==> src/rtl/apuf_eval_ctrl_if.sv <==
// Host/array-facing signal bundle of the APUF evaluation sequencer.
// master = host command logic plus array model, slave = the sequencer itself.
interface apuf_eval_ctrl_if;
    logic        Start;
    logic [31:0] Challenge_in;
    logic        Busy;
    logic        Done;
    logic [7:0]  Response;
    logic [7:0]  Stable;
    logic [31:0] APUF_Challenge;
    logic        APUF_Pulse;
    logic        APUF_Reset;
    logic [7:0]  APUF_Result;

    modport master (
        output Start, Challenge_in, APUF_Result,
        input  Busy, Done, Response, Stable, APUF_Challenge, APUF_Pulse, APUF_Reset
    );

    modport slave (
        input  Start, Challenge_in, APUF_Result,
        output Busy, Done, Response, Stable, APUF_Challenge, APUF_Pulse, APUF_Reset
    );
endinterface

==> src/rtl/apuf_eval_ctrl.sv <==
// Sequencer for one XOR_8_APUF array: repeats reset/setup/fire/settle/sample
// NUM_EVALS times per challenge, then majority-votes each result bit.
module apuf_eval_ctrl #(
    parameter int unsigned NUM_EVALS     = 5,
    parameter int unsigned RST_CYCLES    = 4,
    parameter int unsigned SETUP_CYCLES  = 2,
    parameter int unsigned PULSE_CYCLES  = 4,
    parameter int unsigned SETTLE_CYCLES = 8
) (
    input  logic              Clk,
    input  logic              Reset_n,
    apuf_eval_ctrl_if.slave   bus
);
    localparam int unsigned CNT_W  = $clog2(NUM_EVALS + 1);
    localparam int unsigned MAX_RS = (RST_CYCLES > SETUP_CYCLES) ? RST_CYCLES : SETUP_CYCLES;
    localparam int unsigned MAX_PS = (PULSE_CYCLES > SETTLE_CYCLES) ? PULSE_CYCLES : SETTLE_CYCLES;
    localparam int unsigned MAX_PH = (MAX_RS > MAX_PS) ? MAX_RS : MAX_PS;
    localparam int unsigned PH_W   = $clog2(MAX_PH + 1);

    typedef enum logic [2:0] {
        IDLE, CLEAR, SETUP, FIRE, SETTLE, SAMPLE, DONE
    } state_t;

    state_t                  state;
    logic [PH_W-1:0]         phaseCnt;
    logic [CNT_W-1:0]        evalCnt;
    logic [7:0][CNT_W-1:0]   onesCnt;
    logic [7:0]              resultMeta;
    logic [7:0]              resultSync;

    logic [7:0][CNT_W-1:0]   onesNext;
    logic [7:0]              respNext;
    logic [7:0]              stabNext;
    logic                    phaseEnd;
    logic                    lastEval;

    // Vote on the counts including the sample being taken this cycle, so
    // Response/Stable can be loaded on the same edge that enters DONE.
    always_comb begin
        onesNext = onesCnt;
        respNext = '0;
        stabNext = '0;
        for (int i = 0; i < 8; i++) begin
            onesNext[i] = onesCnt[i] + CNT_W'(resultSync[i]);
            respNext[i] = {onesNext[i], 1'b0} > (CNT_W + 1)'(NUM_EVALS);
            stabNext[i] = (onesNext[i] == '0) || (onesNext[i] == CNT_W'(NUM_EVALS));
        end
    end

    assign phaseEnd = (phaseCnt == '0);
    assign lastEval = (evalCnt == CNT_W'(NUM_EVALS - 1));

    always_ff @(posedge Clk or negedge Reset_n) begin
        if (!Reset_n) begin
            state              <= IDLE;
            phaseCnt           <= '0;
            evalCnt            <= '0;
            onesCnt            <= '0;
            resultMeta         <= '0;
            resultSync         <= '0;
            bus.Busy           <= 1'b0;
            bus.Done           <= 1'b0;
            bus.Response       <= '0;
            bus.Stable         <= '0;
            bus.APUF_Challenge <= '0;
            bus.APUF_Pulse     <= 1'b0;
            bus.APUF_Reset     <= 1'b1;
        end else begin
            resultMeta <= bus.APUF_Result;
            resultSync <= resultMeta;

            // Each phase counter is loaded with length-1 on entry and counts down.
            unique case (state)
                IDLE: begin
                    if (bus.Start) begin
                        state              <= CLEAR;
                        bus.Busy           <= 1'b1;
                        bus.APUF_Challenge <= bus.Challenge_in;
                        evalCnt            <= '0;
                        onesCnt            <= '0;
                        phaseCnt           <= PH_W'(RST_CYCLES - 1);
                    end
                end
                CLEAR: begin
                    if (phaseEnd) begin
                        state          <= SETUP;
                        bus.APUF_Reset <= 1'b0;
                        phaseCnt       <= PH_W'(SETUP_CYCLES - 1);
                    end else begin
                        phaseCnt <= phaseCnt - PH_W'(1);
                    end
                end
                SETUP: begin
                    if (phaseEnd) begin
                        state          <= FIRE;
                        bus.APUF_Pulse <= 1'b1;
                        phaseCnt       <= PH_W'(PULSE_CYCLES - 1);
                    end else begin
                        phaseCnt <= phaseCnt - PH_W'(1);
                    end
                end
                FIRE: begin
                    if (phaseEnd) begin
                        state          <= SETTLE;
                        bus.APUF_Pulse <= 1'b0;
                        phaseCnt       <= PH_W'(SETTLE_CYCLES - 1);
                    end else begin
                        phaseCnt <= phaseCnt - PH_W'(1);
                    end
                end
                SETTLE: begin
                    if (phaseEnd) begin
                        state <= SAMPLE;
                    end else begin
                        phaseCnt <= phaseCnt - PH_W'(1);
                    end
                end
                SAMPLE: begin
                    onesCnt        <= onesNext;
                    evalCnt        <= evalCnt + CNT_W'(1);
                    bus.APUF_Reset <= 1'b1;
                    if (lastEval) begin
                        state        <= DONE;
                        bus.Done     <= 1'b1;
                        bus.Response <= respNext;
                        bus.Stable   <= stabNext;
                    end else begin
                        state    <= CLEAR;
                        phaseCnt <= PH_W'(RST_CYCLES - 1);
                    end
                end
                DONE: begin
                    state    <= IDLE;
                    bus.Done <= 1'b0;
                    bus.Busy <= 1'b0;
                end
                default: state <= IDLE;
            endcase
        end
    end
endmodule

==> src/flat_wrapper.sv <==
// flat-port wrapper written by rule: the top's interface ports become plain ports
module apuf_eval_ctrl_flat 
#(
    parameter int unsigned NUM_EVALS     = 5,
    parameter int unsigned RST_CYCLES    = 4,
    parameter int unsigned SETUP_CYCLES  = 2,
    parameter int unsigned PULSE_CYCLES  = 4,
    parameter int unsigned SETTLE_CYCLES = 8
)
  (Clk, Reset_n, bus_Start, bus_Challenge_in, bus_APUF_Result, bus_Busy, bus_Done, bus_Response, bus_Stable, bus_APUF_Challenge, bus_APUF_Pulse, bus_APUF_Reset);
  apuf_eval_ctrl_if bus_i ();
  input  logic Clk;
  input  logic Reset_n;
  input wire logic [$bits(bus_i.Start)-1:0] bus_Start;
  input wire logic [$bits(bus_i.Challenge_in)-1:0] bus_Challenge_in;
  input wire logic [$bits(bus_i.APUF_Result)-1:0] bus_APUF_Result;
  output wire logic [$bits(bus_i.Busy)-1:0] bus_Busy;
  output wire logic [$bits(bus_i.Done)-1:0] bus_Done;
  output wire logic [$bits(bus_i.Response)-1:0] bus_Response;
  output wire logic [$bits(bus_i.Stable)-1:0] bus_Stable;
  output wire logic [$bits(bus_i.APUF_Challenge)-1:0] bus_APUF_Challenge;
  output wire logic [$bits(bus_i.APUF_Pulse)-1:0] bus_APUF_Pulse;
  output wire logic [$bits(bus_i.APUF_Reset)-1:0] bus_APUF_Reset;
  assign bus_i.Start = bus_Start;
  assign bus_i.Challenge_in = bus_Challenge_in;
  assign bus_i.APUF_Result = bus_APUF_Result;
  assign bus_Busy = bus_i.Busy;
  assign bus_Done = bus_i.Done;
  assign bus_Response = bus_i.Response;
  assign bus_Stable = bus_i.Stable;
  assign bus_APUF_Challenge = bus_i.APUF_Challenge;
  assign bus_APUF_Pulse = bus_i.APUF_Pulse;
  assign bus_APUF_Reset = bus_i.APUF_Reset;
  apuf_eval_ctrl #(.NUM_EVALS(NUM_EVALS), .RST_CYCLES(RST_CYCLES), .SETUP_CYCLES(SETUP_CYCLES), .PULSE_CYCLES(PULSE_CYCLES), .SETTLE_CYCLES(SETTLE_CYCLES)) u_core (.Clk(Clk), .Reset_n(Reset_n), .bus(bus_i));
endmodule
==> config.mk <==
export PLATFORM = sky130hd
export DESIGN_NAME = apuf_eval_ctrl_flat
export DESIGN_NICKNAME = d
export VERILOG_FILES = /design/src/rtl/apuf_eval_ctrl_if.sv /design/src/rtl/apuf_eval_ctrl.sv /design/src/flat_wrapper.sv
export SDC_FILE = /design/constraint.sdc
export NUM_CORES = 1
export LEC_CHECK = 0
export BUFFER_PORTS_ARGS = -buffer_cell sky130_fd_sc_hd__buf_2
export CORE_ASPECT_RATIO = 1.25
export CORE_MARGIN = 2
export CORE_UTILIZATION = 50
export CTS_BUF_LIST = sky130_fd_sc_hd__clkbuf_8 sky130_fd_sc_hd__clkbuf_16
export DETAILED_ROUTE_END_ITERATION = 16
export PLACE_DENSITY = 0.84
export SLEW_MARGIN = 5
export SYNTH_ARGS = -nofsm -noshare
export SYNTH_HDL_FRONTEND = slang
export SYNTH_SLANG_ARGS = --single-unit
==> constraint.sdc <==
create_clock -name Clk -period 4.35 [get_ports Clk]
set_input_delay 0.87 -clock Clk [delete_from_list [all_inputs] [get_ports Clk]]
set_output_delay 0.87 -clock Clk [all_outputs]
set_load 0.005 [all_outputs]
==> results of run 1 <==
==> state kept, by name, indices dropped and copies added, names as in the netlist <==
signal,cells
u_core.bus.APUF_Challenge,32
u_core.onesCnt,24
u_core.bus.Response,8
u_core.bus.Stable,8
u_core.resultMeta,8
u_core.resultSync,8
u_core.phaseCnt,4
u_core.evalCnt,3
u_core.state,3
u_core.bus.APUF_Pulse,1
u_core.bus.APUF_Reset,1
u_core.bus.Busy,1
u_core.bus.Done,1
==> final timing paths <==
kind                                                startpoint                                        to  slack [ns]  cells after the start
worst min register to register  u_core.resultMeta[1]$_DFF_PN0_            u_core.resultSync[1]$_DFF_PN0_        0.36                      0
worst max register to register     u_core.state[2]$_DFFE_PN0P_        u_core.bus.Response[7]$_DFFE_PN0P_        2.12                      4
max in group asynchronous                              Reset_n  u_core.bus.APUF_Challenge[3]$_DFFE_PN0P_        2.84                      2
worst max-delay path               u_core.state[2]$_DFFE_PN0P_        u_core.bus.Response[7]$_DFFE_PN0P_        2.12                      4
min in group asynchronous                              Reset_n        u_core.bus.Response[2]$_DFFE_PN0P_        0.65                      1
worst min-delay path            u_core.resultMeta[1]$_DFF_PN0_            u_core.resultSync[1]$_DFF_PN0_        0.36                      0
==> cell usage after synthesis, types with 3 or more instances <==
library cell	n	area, um^2
o21ai_0	28	140.1
buf_6	7	78.83
nor2_1	12	45.04
nand3_1	5	25.02
o31ai_1	8	60.06
inv_1	5	18.77
buf_2	6	30.03
xnor2_1	16	140.1
mux2_4	24	360.4
o21ai_1	4	20.02
dfrtp_1	101	2527
ha_1	20	250.2
nand2_1	44	165.2
clkbuf_1	3	11.26
mux2_2	18	202.7
nand2b_1	3	18.77
a22o_1	17	148.9
==> where the power goes <==
group | switching [mW] | total (mW) | internal (mW)
Sequential | 0.0177 | 0.999 | 0.981
Clock | 0.346 | 0.568 | 0.222
Combinational | 0.0672 | 0.143 | 0.0760
==> final cells by class <==
cell class / count / area (um^2) / area share [%]
inverters: 5 / 18.77 / 0.3575
repair buffers: 97 / 495.5 / 9.438
multi-input cells: 229 / 1846 / 35.15
clock buffers: 9 / 123.9 / 2.359
flip-flops and latches: 102 / 2554 / 48.64
well taps: 120 / 150.1 / 2.860
clock inverters: 7 / 62.56 / 1.192
==> cell families (layout without fill, tap and decap cells) <==
kind of cell	count (synthesis)	count (layout)
DFF	102	102
and+or+nand+nor	78	78
AOI/OAI and AO/OA	71	71
muxes	43	43
buffers and inverters	22	118
adders and majority gates	20	20
xor gates and xnor gates	17	17
==> per-stage QoR <==
stage          setup WS, ns  power, mW  area [um^2]
6_report              2.116      1.711         5250
5_1_grt               1.961      1.793         5250
4_1_cts               2.116      1.737         5250
3_5_place_dp          1.949      1.163         5064
3_3_place_gp          2.015      1.156         5064
2_1_floorplan         2.415      1.094         4546
==> per-layer routing <==
metal / part of all wire, % / GRT usage (%)
met1: 44 / 24.77
met2: 48 / 26.86
met3: 6.8 / 5.082
met4: 1.6 / 6.965
met5: 0 / 0
==> worst max-delay path, delay by kind of cell, from the launching register on <==
kind	cells	cell delay (ns)
muxes	1	0.40
and+or+nand+nor	2	0.59
DFF	1	0.79
buffers and inverters	1	0.33
==> qor.csv, run 1 <==
metric;value;unit
CP startpoint kind;flip-flop;
Post-CTS Setup Bufs;0;
antenna violations before repair;0;
slowest CP cell;dfrtp_1;
post-CTS sizing;0;
DR vias;2993;
final non-filler cell total;569;
Period Utilization, post-route;51.36;%
Pleak;2.625;nW
Core Rows;38;
Most used DFF post-synth;dfrtp_1;
average wire per standard cell;14.16;um
largest net degree at the start of global routing;79;
dpl cells;553;
syn avg cell area;12.88;um^2
Req. time, crit path;4.61;ns
drt drc;0;
Max stage delay on crit path;0.79;ns
root buf cell;clkbuf_8;
Post-DP HPWL;5.532;mm
H-tree levels;3;
sequential share of the synthesized area;56.18;%
gr usage total;17.97;%
commonest cells after routing, fill and taps aside;101 x dfrtp_1, 93 x buf_2, 44 x nand2_1, 28 x o21ai_0, 24 x mux2_4;
Max Cap Violations;0;
adder-cell area share of the yosys netlist;5.505;%
CTS tree;done;
Iter 0 DRT Violations;144;
number of global-route vias before repair;2971;
post-synthesis simple-gate area fraction;8.753;%
clk_lat worst skew;0.37;ns
# fillers;733;
Clock Path Buffers;2;
WP data arrival;2.49;ns
Setup TNS;0;ns
number of synthesized flops with an enable pin;0;
synthesized area;4546;um^2
synthesized flop and latch total;102;
hold-fix buffers at CTS;0;
CTS buffer count;9;
global-route wire length before repair;13.86;mm
Area Growth Syn to Fin;15.50;%
DIE AREA;9874;um^2
TritonCTS Sinks;102;
cell count after synthesis;353;
peak supply drop;205.0;uV
Compound-Gate Fraction of Synth Area;10.46;%
PD cells;325.9;nW/um^2
clock skew;0.008966;ns
mux contribution to synthesized area;12.61;%
Synth cell types;45;
share of cells above drive strength 1;36.08;%
Die H;110.6;um
grt ovf;0;
ys async rst share;100.0;%
WL final;8.057;mm
die width;89.28;um
setup violators final;0;
CTS clk-pin slew, worst paths;0.10;ns
status;completed;
worst slew pin tran;0.9507;ns
commonest non-fill, non-tap cell in the layout;dfrtp_1;
Mapped Nets;416;
crit path kind;reg2reg;
Critical Path, Cell by Cell;and3b_1 > buf_4 > nand3_4 > mux2_4;
Port Buf Inserts;94;
num ports;95;
routed vias/inst;5.260;
starting density of the core;51.96;%
final hold slack;0.3585;ns
crit path capture type;flip-flop;
Fin. Hold Viols;0;
nets;507;
largest family of logic cells by synthesized area;multiplexers;
RD Place Congestion;0.8153;
Max Slew Vio Count;0;
Routed Antenna Nets;0;
Pre-antenna DRT Iters;4;
ant diodes;0;
Hold Crit Class;reg2reg;
Fmax;447.6;MHz
final core utilization;60.01;%
Synthesis Warnings;0;
core area;8748;um^2
crit path max fanout;28;
fin crit period;2.234;ns
Post-Synth XOR/XNOR Area;3.276;%
relative slew slack;36.62;%
RSZ-0062 raised after global routing;no;
No activity file was read; power rests on OpenSTA's default activity.
==> run 2, diff against run 1 <==
--- a/config.mk
+++ b/config.mk
@@ -5,6 +5,7 @@
 export SDC_FILE = /design/constraint.sdc
 export NUM_CORES = 1
 export LEC_CHECK = 0
+export ABC_AREA = 1
 export BUFFER_PORTS_ARGS = -buffer_cell sky130_fd_sc_hd__buf_2
 export CORE_ASPECT_RATIO = 1.25
 export CORE_MARGIN = 2
==> constraint.sdc (replaced) <==
create_clock -name Clk -period 2.2 [get_ports Clk]
set_input_delay 0.44 -clock Clk [delete_from_list [all_inputs] [get_ports Clk]]
set_output_delay 0.44 -clock Clk [all_outputs]
set_load 0.005 [all_outputs]
==> run 2 against run 1 <==
  * Global-route usage increased by 0.93 points
  * Combinational power rose to 15 times the previous value
  * Wire length up 9.4%
  * Largest cell class unchanged
  * Largest power group unchanged
  * Clock skew down 0.0011 ns
  * Die area is 0.27% higher
  * Count of clock-buffer cells in the layout grew 1
  * Critical endpoint is now u_core.onesCnt[9]$_DFFE_PN0P_
  * Synthesized cell count increased by 19%
  * Cell area increased by 1.4%
  * Sequential power rose to 2.7 times the previous value
  * Sequential share of layout area decreased by 0.69 points
==> qor.csv, run 2 <==
metric;value;unit
num ports;95;
FF-to-FF Start;u_core.state[2]$_DFFE_PN0P_;
starting density of the core;51.82;%
Core Rows;38;
die width;89.40;um
CTS clk-pin slew, worst paths;0.09;ns
Fin. Hold Viols;0;
Synthesis Warnings;0;
grt ovf;0;
DR vias;3246;
relative slew slack;70.72;%
Iter 0 DRT Violations;193;
Max Slew Vio Count;0;
drt drc;0;
Hold Crit Class;in2async;
commonest cells after routing, fill and taps aside;101 x nand2_1, 101 x dfrtp_1, 93 x buf_2, 41 x inv_1, 40 x o21ai_0;
ys async rst share;100.0;%
worst slew pin tran;0.4392;ns
# fillers;694;
WP data arrival;2.01;ns
Max Cap Violations;0;
P_int;4.039;mW
Setup TNS;0;ns
Die H;110.8;um
core area;8796;um^2
Flop pwr share;45.3;%
syn avg cell area;10.85;um^2
Pre-antenna DRT Iters;4;
Period Utilization, post-route;79.05;%
P_sw;1.990;mW
Max stage delay on crit path;0.51;ns
DIE AREA;9901;um^2
sw frac;33.00;%
Synth area leaders;dfrtp_1 55%, mux2_4 9.6%, nand2_1 8.3%;
largest net degree at the start of global routing;53;
Routed Antenna Nets;0;
Fmax;575.0;MHz
Comb pwr share;35.9;%
CTS tree;done;
number of synthesized flops with an enable pin;0;
Final Cell Area;5325;um^2
Final WS setup;0.4608;ns
top cells by count, synth;101 x dfrtp_1, 101 x nand2_1, 41 x inv_1;
Clock Path Buffers;2;
average wire per standard cell;13.75;um
Req. time, crit path;2.47;ns
crit path max fanout;19;
TritonCTS Sinks;102;
Pleak;2.802;nW
slowest CP cell;dfrtp_1;
sequential share of the synthesized area;56.03;%
number of global-route vias before repair;3224;
clock skew;0.007859;ns
fin crit period;1.739;ns
post-CTS sizing;0;
Area after DPL;5139;um^2
Area Growth Syn to Fin;16.83;%
Yosys top cell area share;55.45;%
RSZ-0062 raised after global routing;no;
peak supply drop;710.7;uV
global-route wire length before repair;14.56;mm
Post-CTS Setup Bufs;0;
clk_lat worst skew;0.36;ns
synthesized area;4558;um^2
biggest regs;u_core.bus.APUF_Challenge (32), u_core.onesCnt (24);
leading area contributor after synthesis;dfrtp_1;
clock power share;18.8;%
RD Place Congestion;0.8711;
routed vias/inst;5.064;
hold-fix buffers at CTS;0;
crit path capture type;flip-flop;
CP startpoint kind;flip-flop;
final core utilization;60.54;%
cell count after synthesis;420;
crit path kind;reg2reg;
worst slack, placed;0.4831;ns
nets;581;
share of cells above drive strength 1;31.48;%
Critical Path, Cell by Cell;inv_1 > nand3_4 > nand2_4 > inv_2 > nand2_1 > o21ai_0;
antenna violations before repair;0;
PD cells;1132;nW/um^2
Reg with most FFs;u_core.bus.APUF_Challenge;
gr usage total;18.90;%
root buf cell;clkbuf_8;
CP Launch Point;u_core.state[2]$_DFFE_PN0P_;
final hold slack;0.01158;ns
Most used DFF post-synth;dfrtp_1;
ant diodes;0;
Port Buf Inserts;94;
CTS buffer count;9;
H-tree levels;3;
Synth cell types;31;
Post-DP HPWL;6.431;mm
status;completed;
Mapped Nets;483;
WL final;8.812;mm
max FFs per register;32;
synthesized flop and latch total;102;
setup violators final;0;
==> run 2: cell types whose count changed after synthesis, sizes merged, moves of 6 or more <==
cell	delta
a21oi	+6
inv	+40
o31ai	-8
o22ai	+9
mux2	-10
nand2	+58
xnor2	-13
or2	+7
o21ai	+12
a22o	-17
nand3	+8
==> run 2: power groups by stage <==
| stage | combinational [mW] | sequential (mW) | clock [mW] |
|---|---|---|---|
| final | 2.17 | 2.73 | 1.13 |
| after global routing | 2.41 | 2.80 | 1.25 |
| after CTS | 2.19 | 2.73 | 1.17 |
| after detailed placement | 2.19 | 2.74 | 0 |
| after global placement | 2.08 | 2.73 | 0 |
| after floorplan | 1.51 | 2.70 | 0 |
==> run 2: per-stage QoR <==
step           power [mW]  cells
2_1_floorplan       4.208    420
3_3_place_gp        4.811    627
3_5_place_dp        4.933    627
4_1_cts             6.084    641
5_1_grt             6.450    641
6_report            6.029    641
==> run 2: final cells by class <==
cell class / instances / area [um^2] / share of cell area [%]
Clock buffer: 10 / 137.6 / 2.585
Clock inverter: 4 / 48.80 / 0.9164
Inverter: 45 / 168.9 / 3.172
Multi-Input combinational cell: 261 / 1730 / 32.50
Sequential cell: 102 / 2554 / 47.96
Tap cell: 120 / 150.1 / 2.820
Timing Repair Buffer: 99 / 535.5 / 10.06
==> run 2: path summary, 6_finish.rpt <==
kind / to / slack [ns] / cells past startpoint
worst min register to register: u_core.resultSync[7]$_DFF_PN0_ / 0.35 / 0
worst max-delay path: u_core.onesCnt[9]$_DFFE_PN0P_ / 0.46 / 6
worst max register to register: u_core.onesCnt[9]$_DFFE_PN0P_ / 0.46 / 6
max in group asynchronous: u_core.bus.APUF_Reset$_DFFE_PN1P_ / 1.52 / 2
min in group Clk: u_core.resultMeta[2]$_DFF_PN0_ / 0.18 / 1
worst min-delay path: u_core.bus.Response[2]$_DFFE_PN0P_ / 0.01 / 1
==> run 2: routing by layer <==
metal / track usage (%) / wire length [um] / vias up
met2: 30.47 / 4384 / 102
met1: 24.36 / 3731 / 1567
met3: 4.765 / 537 / 12
met4: 6.866 / 159 / 0
met5: 0 / 0 / -
li1: - / - / 1565
==> run 2: cells by family after synthesis <==
group | synth area share, %
buffers and inverters | 6.011
and+or+nand+nor | 14.03
AOI/OAI and AO/OA | 7.384
xor gates and xnor gates | 0.7687
muxes | 10.29
adders and majority gates | 5.490
DFF | 56.03
==> run 2: worst max-delay path, delay by kind of cell (launching register included) <==
family / cells / cell delay, ns
and+or+nand+nor: 3 / 0.57
DFF: 1 / 0.51
buffers and inverters: 2 / 0.46
AOI/OAI and AO/OA: 1 / 0.10
==> run 3, diff against run 2 <==
--- a/config.mk
+++ b/config.mk
@@ -9,10 +9,10 @@
 export BUFFER_PORTS_ARGS = -buffer_cell sky130_fd_sc_hd__buf_2
 export CORE_ASPECT_RATIO = 1.25
 export CORE_MARGIN = 2
-export CORE_UTILIZATION = 50
+export CORE_UTILIZATION = 49
 export CTS_BUF_LIST = sky130_fd_sc_hd__clkbuf_8 sky130_fd_sc_hd__clkbuf_16
 export DETAILED_ROUTE_END_ITERATION = 16
-export PLACE_DENSITY = 0.84
+export PLACE_DENSITY = 0.86
 export SLEW_MARGIN = 5
 export SYNTH_ARGS = -nofsm -noshare
 export SYNTH_HDL_FRONTEND = slang
==> constraint.sdc (replaced) <==
create_clock -name Clk -period 1.5 [get_ports Clk]
set_input_delay 0.3 -clock Clk [delete_from_list [all_inputs] [get_ports Clk]]
set_output_delay 0.3 -clock Clk [all_outputs]
set_load 0.005 [all_outputs]
==> run 3 against run 2 <==
  * Cell count is 4.2% higher
  * Cell area is 8.9% higher
  * Sequential power is 47% higher
  * Sequential cell count stayed put
==> qor.csv, run 3 (synthesis gave the netlist of run 2 again) <==
metric;value;unit
status;completed;
Period Utilization, post-route;97.87;%
setup violators final;0;
Port Buf Inserts;94;
core area;9076;um^2
slowest CP cell;dfrtp_1;
clock skew;0.009963;ns
Post-DP HPWL;6.482;mm
max FFs per register;32;
largest net degree at the start of global routing;30;
crit path kind;reg2reg;
clk_lat worst skew;0.35;ns
antenna violations before repair;0;
grt ovf;0;
CTS clk-pin slew, worst paths;0.07;ns
starting density of the core;50.22;%
commonest cells after routing, fill and taps aside;98 x dfrtp_1, 93 x buf_2, 90 x nand2_1, 36 x inv_1, 30 x o21ai_0;
Reg with most FFs;u_core.bus.APUF_Challenge;
crit path max fanout;3;
commonest non-fill, non-tap cell in the layout;dfrtp_1;
DR vias;3401;
Max Cap Violations;0;
area of the multi-input gates;1878;um^2
Hold Crit Class;in2reg;
worst slack, placed;-0.05832;ns
relative slew slack;72.11;%
Core Rows;39;
final non-filler cell total;668;
Max stage delay on crit path;0.39;ns
routed vias/inst;5.091;
Fin. Hold Viols;0;
PD cells;1694;nW/um^2
Req. time, crit path;1.78;ns
TritonCTS Sinks;102;
WP data arrival;1.75;ns
CTS tree;done;
gr usage total;19.62;%
num ports;95;
crit path capture type;flip-flop;
Clock Path Buffers;2;
Routed Antenna Nets;0;
Area Growth Syn to Fin;27.26;%
RD Place Congestion;0.8935;
CP startpoint kind;flip-flop;
worst slew pin tran;0.4184;ns
peak supply drop;1407;uV
# fillers;741;
nets;603;
Critical Path, Cell by Cell;ha_2 > ha_4 > or2_4 > nand2_4 > inv_1 > nand2_1 > nand3_2 > o21ai_2;
final hold slack;0.05413;ns
Fmax;681.2;MHz
final core utilization;63.91;%
share of cells above drive strength 1;41.28;%
ant diodes;0;
fin crit period;1.468;ns
H-tree levels;3;
drt drc;0;
Pleak;2.952;nW
Final WS setup;0.03192;ns
number of global-route vias before repair;3486;
die width;90.27;um
Pre-antenna DRT Iters;4;
WL final;9.699;mm
root buf cell;clkbuf_16;
dpl cells;641;
average wire per standard cell;14.52;um
global-route wire length before repair;15.73;mm
biggest regs;u_core.bus.APUF_Challenge (32), u_core.onesCnt (24);
DIE AREA;10090;um^2
Die H;111.8;um
Seq. cell area;2557;um^2
Iter 0 DRT Violations;236;
CTS buffer count;9;
reg2reg setup slack;0.03;ns
Max Slew Vio Count;0;
run 3: cell count changes in the layout (fill, tap and decap cells not counted), sizes merged:
| cell | delta |
|---|---|
| clkinvlp | +2 |
| inv | +3 |
| clkinv | -2 |
| bufinv | -1 |
| dlygate4sd3 | +1 |
| buf | +21 |
run 3: cell type report:
cell class / instances / area share, %
Multi-Input combinational cell: 261 / 32.38
Sequential cell: 102 / 44.09
Clock inverter: 6 / 0.9060
Tap cell: 123 / 2.653
Timing Repair Buffer: 121 / 12.90
Inverter: 45 / 2.955
Clock buffer: 10 / 4.120
run 3: stage by stage:
stage           TNS (ns)  power [mW]  area, um^2
6_report               0       9.824        5801
3_5_place_dp     -0.2510       7.395        5263
5_1_grt         -0.02960       10.47        5801
4_1_cts        -0.005073       9.715        5619
3_3_place_gp   -0.003000       7.238        5263
2_1_floorplan          0       6.172        4558
run 3: path summary, 6_finish.rpt:
kind                                           startpoint                                  endpoint  depth (start not counted)
hold / removal                         bus_APUF_Result[6]            u_core.resultMeta[6]$_DFF_PN0_                          1
setup reg to reg           u_core.onesCnt[18]$_DFFE_PN0P_          u_core.bus.Stable[6]$_DFFE_PN0P_                          8
hold reg to reg            u_core.resultMeta[4]$_DFF_PN0_            u_core.resultSync[4]$_DFF_PN0_                          0
max in group asynchronous                         Reset_n         u_core.bus.APUF_Reset$_DFFE_PN1P_                          3
min in group asynchronous                         Reset_n  u_core.bus.APUF_Challenge[6]$_DFFE_PN0P_                          2
setup / recovery           u_core.onesCnt[18]$_DFFE_PN0P_          u_core.bus.Stable[6]$_DFFE_PN0P_                          8
run 3: power by group:
part	leakage [nW]	internal [mW]	total [mW]	switching (mW)
combinational	1.53	1.89	3.55	1.66
clock	0.138	1.20	2.26	1.07
sequential	1.29	3.50	4.01	0.508
run 3: what timing repair did:
item                                    4_1_cts  5_1_grt
buffers inserted                              2        8
hold buffers                                  1        0
hold endpoints to repair                     26        0
pin swaps                                     8       25
gates resized for setup                      22       43
endpoints found under the setup margin        7       27
cloned                                        0        0
run 3: routing by layer:
layer	GRT usage (%)	share of wire, %	vias to the layer above
li1	-	-	1610
met1	23.62	41	1655
met2	32.88	51	113
met3	5.277	5.0	23
met4	9.333	2.6	0
met5	0	0	-
run 3: worst max-delay path: cells and delay by family, from the launching register on:
kind / cells / cell delay [ns]
adder cells (fa/ha/maj): 2 / 0.37
flip-flops: 1 / 0.39
buffers and inverters: 1 / 0.05
AND/OR/NAND/NOR: 4 / 0.45
AO/OA/AOI/OAI: 1 / 0.14
